<file path="config.mk">
export PLATFORM = sky130hd
export DESIGN_NAME = conv_transpose_1d
export DESIGN_NICKNAME = d
export VERILOG_FILES = /design/src/rtl/conv_transpose_pkg.sv /design/src/rtl/conv_transpose_1d_f_rom.sv /design/src/rtl/sp_mem.sv /design/src/rtl/conv_transpose_1d.sv
export SDC_FILE = /design/constraint.sdc
export NUM_CORES = 1
export LEC_CHECK = 0
export CELL_PAD_IN_SITES_DETAIL_PLACEMENT = 1
export CELL_PAD_IN_SITES_GLOBAL_PLACEMENT = 2
export CORE_ASPECT_RATIO = 0.5
export CORE_MARGIN = 2
export CORE_UTILIZATION = 35
export DETAILED_ROUTE_END_ITERATION = 10
export PLACE_DENSITY = 0.81
export SETUP_SLACK_MARGIN = 0.3
export SYNTH_ARGS = -nofsm -noshare
export SYNTH_HDL_FRONTEND = slang
export SYNTH_SLANG_ARGS = --single-unit
</file>
<file path="constraint.sdc">
create_clock -name clk -period 9.85 [get_ports clk]
set_input_delay 0.985 -clock clk [delete_from_list [all_inputs] [get_ports clk]]
set_output_delay 0.985 -clock clk [all_outputs]
set_load 0.01 [all_outputs]
</file>
<file path="src/rtl/conv_transpose_pkg.sv">
// Shared types, widths and saturation helper for the transposed 1-D convolution layer.
package conv_transpose_pkg;

  localparam int DATA_W  = 16;
  localparam int SAT_MAX = 32767;
  localparam int SAT_MIN = -32768;

  typedef enum logic [1:0] {
    LOAD    = 2'd0,
    COMPUTE = 2'd1,
    DRAIN   = 2'd2
  } state_t;

  function automatic logic signed [DATA_W-1:0] sat16(input logic signed [31:0] v);
    if (v > SAT_MAX)      return DATA_W'(SAT_MAX);
    else if (v < SAT_MIN) return DATA_W'(SAT_MIN);
    else                  return v[DATA_W-1:0];
  endfunction

endpackage

</file>
<file path="src/rtl/conv_transpose_1d_f_rom.sv">
// Filter coefficient ROM, 3-bit address, one cycle read latency.
module conv_transpose_1d_f_rom
  import conv_transpose_pkg::*;
(
  input  logic                     clk,
  input  logic [2:0]               addr,
  output logic signed [DATA_W-1:0] data
);

  always_ff @(posedge clk) begin
    case (addr)
      3'd0:    data <= -16'sd245;
      3'd1:    data <= -16'sd12;
      3'd2:    data <= -16'sd57;
      3'd3:    data <= -16'sd210;
      3'd4:    data <= 16'sd153;
      3'd5:    data <= -16'sd250;
      default: data <= '0;
    endcase
  end

endmodule

</file>
<file path="src/rtl/sp_mem.sv">
// Generic single-port synchronous memory: write-enable port, registered read data.
module sp_mem #(
  parameter int WIDTH = 16,
  parameter int SIZE  = 16
) (
  input  logic                    clk,
  input  logic                    we,
  input  logic [$clog2(SIZE)-1:0] addr,
  input  logic [WIDTH-1:0]        wdata,
  output logic [WIDTH-1:0]        rdata
);

  logic [WIDTH-1:0] mem [SIZE];

  always_ff @(posedge clk) begin
    if (we) mem[addr] <= wdata;
    rdata <= mem[addr];
  end

endmodule

</file>
<file path="src/rtl/conv_transpose_1d.sv">
// Transposed stride-1 1-D convolution: load N samples, compute N+F-1 saturated ReLU outputs, drain.
module conv_transpose_1d
  import conv_transpose_pkg::*;
#(
  parameter int N = 11,
  parameter int F = 6
) (
  input  logic              clk,
  input  logic              reset,
  input  logic [DATA_W-1:0] x_data,
  input  logic              x_valid,
  output logic              x_ready,
  output logic [DATA_W-1:0] y_data,
  output logic              y_valid,
  input  logic              y_ready
);

  localparam int L    = N + F - 1;
  localparam int XA_W = $clog2(N);
  localparam int YA_W = $clog2(L);

  state_t state, state_next;

  logic [XA_W-1:0] count, x_addr;
  logic [YA_W-1:0] n, idx, y_addr, nk;
  logic [2:0]      k;
  logic            issuing, rd_valid, rd_first, rd_last, done;
  logic            x_we, y_we;

  logic [DATA_W-1:0]        x_rd_raw, y_rd, y_wdata;
  logic signed [DATA_W-1:0] x_rd, f_rd, acc, acc_base, acc_next, prod_sat;
  logic signed [31:0]       prod;
  logic signed [DATA_W:0]   sum;

  function automatic logic [2:0] k_lo(input logic [YA_W-1:0] nn);
    return (nn > YA_W'(N - 1)) ? 3'(nn - YA_W'(N - 1)) : 3'd0;
  endfunction

  function automatic logic [2:0] k_hi(input logic [YA_W-1:0] nn);
    return (nn < YA_W'(F - 1)) ? 3'(nn) : 3'(F - 1);
  endfunction

  sp_mem #(.WIDTH(DATA_W), .SIZE(N)) u_x_mem (
    .clk(clk), .we(x_we), .addr(x_addr), .wdata(x_data), .rdata(x_rd_raw)
  );

  sp_mem #(.WIDTH(DATA_W), .SIZE(L)) u_y_mem (
    .clk(clk), .we(y_we), .addr(y_addr), .wdata(y_wdata), .rdata(y_rd)
  );

  conv_transpose_1d_f_rom u_f_rom (.clk(clk), .addr(k), .data(f_rd));

  assign x_rd = $signed(x_rd_raw);
  assign nk   = n - YA_W'(k);

  // One tap per cycle: product saturated first, then the 17-bit sum saturated back to 16.
  always_comb begin
    prod     = $signed({{16{x_rd[DATA_W-1]}}, x_rd}) * $signed({{16{f_rd[DATA_W-1]}}, f_rd});
    prod_sat = sat16(prod);
    acc_base = rd_first ? '0 : acc;
    sum      = {acc_base[DATA_W-1], acc_base} + {prod_sat[DATA_W-1], prod_sat};
    acc_next = sat16(32'(sum));
    y_wdata  = acc_next[DATA_W-1] ? '0 : acc_next;
  end

  always_ff @(posedge clk) begin
    if (reset) state <= LOAD;
    else       state <= state_next;
  end

  always_comb begin
    state_next = state;
    x_ready    = 1'b0;
    y_valid    = 1'b0;
    y_data     = '0;
    x_we       = 1'b0;
    y_we       = 1'b0;
    x_addr     = XA_W'(nk);
    y_addr     = '0;
    case (state)
      LOAD: begin
        x_ready = 1'b1;
        x_addr  = count;
        x_we    = x_valid;
        if (x_valid && count == XA_W'(N - 1)) state_next = COMPUTE;
      end
      COMPUTE: begin
        // The cycle after the last write reads y[0] so it is presented on DRAIN entry.
        y_we = rd_valid && rd_last;
        if (y_we) y_addr = n;
        if (done) state_next = DRAIN;
      end
      DRAIN: begin
        y_valid = 1'b1;
        y_data  = y_rd;
        y_addr  = (y_ready && idx != YA_W'(L - 1)) ? idx + 1'b1 : idx;
        if (y_ready && idx == YA_W'(L - 1)) state_next = LOAD;
      end
      default: state_next = LOAD;
    endcase
  end

  always_ff @(posedge clk) begin
    if (reset) begin
      count    <= '0;
      idx      <= '0;
      n        <= '0;
      k        <= '0;
      issuing  <= 1'b0;
      rd_valid <= 1'b0;
      rd_first <= 1'b0;
      rd_last  <= 1'b0;
      done     <= 1'b0;
      acc      <= '0;
    end else begin
      case (state)
        LOAD: if (x_valid) begin
          if (count == XA_W'(N - 1)) begin
            count    <= '0;
            n        <= '0;
            k        <= '0;
            issuing  <= 1'b1;
            rd_valid <= 1'b0;
            done     <= 1'b0;
          end else begin
            count <= count + 1'b1;
          end
        end
        COMPUTE: begin
          rd_valid <= issuing;
          if (issuing) begin
            rd_first <= (k == k_lo(n));
            rd_last  <= (k == k_hi(n));
            if (k == k_hi(n)) issuing <= 1'b0;
            else              k <= k + 1'b1;
          end
          if (rd_valid) begin
            acc <= acc_next;
            if (rd_last) begin
              if (n == YA_W'(L - 1)) begin
                done <= 1'b1;
              end else begin
                n       <= n + 1'b1;
                k       <= k_lo(n + 1'b1);
                issuing <= 1'b1;
              end
            end
          end
        end
        DRAIN: if (y_ready) begin
          idx <= (idx == YA_W'(L - 1)) ? '0 : idx + 1'b1;
        end
        default: ;
      endcase
    end
  end

endmodule

</file>
==> flow_summary.toml <==
[outcome]
status = "finished clean"

[synth]
ys_seq_area_share_pct = 47.6
synth_cells = 2602
synth_flop_cell = "edfxtp_1"
synth_edf_count = 416
synth_cell_types = 75
ys_warn_count = 0
yosysTopAreaCellShare_pct = 42.3
synth_seq_cells = 494
synth_common_cells = "edfxtp_1, nand2_1, inv_1"
synth.net_count = 2986
postSynth.asyncResetShare_pct = 0
synth_area_leaders = "edfxtp_1, fa_1, ha_1, dfxtp_1, nand2_1"
avgSynthCellArea_sq_um = 11.4
synth.most_common_cell = "edfxtp_1"
netlist_area_sq_um = 29500
synth_top_area_cell = "edfxtp_1"

[drt]
vias = 20700
vias_per_cell = 5.24
wl_um = 83800
ant_nets = 0
dr.pass1.iters = 5
drcViolationCount = 0
first_iter_violations = 1352
routedWlPerCell_um = 21.2

[clock_tree]
h-tree-depth = 2
cts_buffers = 48
clkTransAtPathRegs_ps = 60
cts_max_path_buffers = 3
cts_root_buf = "clkbuf_16"
hold_buffers = 0
cts.sinks = 494
clock_latency_ps = 630
cts_tree = "yes"

[finish]
regArea_sq_um = 14100
post_layout_nonfiller_instances = 3948
fin_nets = 3176
fill_cells = 8979
fin_util_pct = 41.8
drive_gt1_share_pct = 15.9
multi_input_area_sq_um = 14500
syn2layout_area_growth_pct = 18.5

[floorplanning]
ios = 38
rows = 75
core_area_sq_um = 83700
die_w_um = 415
start_util_pct = 35.3
die_area_sq_um = 86900
die_h_um = 209

[setup_path]
crit_path_end_kind = "flop"
cp_max_fo = 9
critPathKind = "reg -> reg"
cp_common_cell = "fa_1"
cp_data_arrival_time_ps = 9950
startpoint_type = "flop"
cp_data_required_time_ps = 10320
critical-path-max-stage-delay_ps = 560
critPathSlowestCell = "fa_1"

[timing]
relSlewSlack_pct = 16.7
clock_skew_ps = 60.8
slew_violations = 0
finalHoldViolations = 0
min_period_over_period_pct = 96.2
setup_viol = 0
tightest_slew_ps = 1250
fin_crit_ps = 9480
rsz0062_at_grt = "true"
max_freq_mhz = 106

[placement]
gp_congestion = 0.853
io_buffers = 36
dp_hpwl_um = 58500
place_inst = 3835

[grt]
track_usage_pct = 19.1
grt_pass1_wl_um = 129000
grt_max_degree = 69
grt_pass1_vias = 22300
overflow = 0
antenna_found_initial = 1

[flow_run]
drv_cap = 0

[min_path]
worstHoldPathType = "reg -> reg"
-- critical path: cells and delay by family (launching register included) --
family                     cells  cell delay [ps]
adders and majority gates      8             3470
AOI/OAI and AO/OA             15             3490
buffers and inverters         10             1180
DFF                            1              360
and+or+nand+nor                5              870
-- layout by cell type, fill, tap and decap left out, types with 11 or more instances in the layout --
| cell | instances |
|---|---|
| xnor2_1 | 35 |
| o21ai_0 | 43 |
| nor2_1 | 101 |
| ha_4 | 11 |
| o21ai_1 | 18 |
| a211oi_1 | 27 |
| or3_1 | 13 |
| or4_1 | 15 |
| fa_1 | 233 |
| a21oi_1 | 160 |
| nand2b_1 | 20 |
| inv_2 | 17 |
| ha_1 | 114 |
| clkbuf_1 | 11 |
| nor3_2 | 11 |
| a31oi_1 | 18 |
| dfxtp_4 | 14 |
| clkdlybuf4s50_1 | 36 |
| buf_6 | 16 |
| a22oi_1 | 122 |
| and2_1 | 107 |
| and3_1 | 21 |
| nand3_1 | 53 |
| inv_1 | 278 |
| a21o_1 | 18 |
| nand2_1 | 300 |
| clkbuf_16 | 50 |
| nor2b_1 | 22 |
| edfxtp_1 | 416 |
| buf_4 | 205 |
| xor2_1 | 24 |
| a311oi_1 | 17 |
| dfxtp_1 | 57 |
| o21a_1 | 12 |
| nor3_1 | 17 |
-- sequential cells by signal, indices dropped and copies added (netlist names) --
signal         flops
acc               16
u_x_mem.mem      176
done               1
u_y_mem.rdata     15
state              2
u_f_rom.data       9
idx                4
u_x_mem.rdata     16
issuing            1
rd_first           1
n                  4
k                  3
rd_last            1
rd_valid           1
count              4
u_y_mem.mem      240
-- worst paths after layout --
path | slack [ps] | to | depth (start not counted) | from
worst min-delay path | 450 | acc[2] | 2 | acc[2]
worst max register to register | 370 | u_y_mem.mem[14][14] | 38 | u_x_mem.rdata[7]
worst max-delay path | 370 | u_y_mem.mem[14][14] | 38 | u_x_mem.rdata[7]
worst min register to register | 450 | acc[2] | 2 | acc[2]
-- area by class of cell --
class / instances / area share, %
clock inverter: 25 / 0.704
tap: 1116 / 3.99
inverter: 297 / 3.19
timing repair buffer: 267 / 6.54
multi-input combinational: 1684 / 41.5
antenna: 1 / 0.00715
clock buffer: 64 / 3.75
sequential: 494 / 40.3
-- through the flow --
stage               worst slack [ps]  hold slack, ps  setup TNS [ps]  instance area, sq um
finish                           374             446               0                 35000
global route                    16.8             476               0                 35000
CTS                              301             452               0                 34300
detailed placement              -266             443          -26190                 32600
global placement               -66.7             437           -3050                 32600
floorplan                        277             427               0                 29600
-- logic make-up (layout without fill, tap and decap cells) --
group	after synthesis	after routing	share of synthesized area, %
xor+xnor	61	62	1.81
flops	494	494	47.6
simple gates	730	730	11.8
mux	10	10	0.352
buf+inv	425	653	5.51
compound gates	516	516	11.5
fa+ha+maj	365	365	21.5
other cells	1	2	0.0127
-- metal layers --
metal  share of wire, %  track usage (%)  routed length [um]
met1                 44             26.2               37100
met2                 48             32.2               40600
met3                5.0             2.51                4180
met4                2.3             4.77                1960
met5                  0                0                   0
-- what timing repair did --
action / 4_1_cts / 5_1_grt
cloned: 0 / 3
pin swaps: 9 / 36
resized for setup: 39 / 117
endpoints found under the setup margin: 253 / 256
setup buffers: 2 / 18
Power is left out: the tool's default activity adds up to more than one toggle a clock period on the data nets, which glitch-free logic cannot reach.
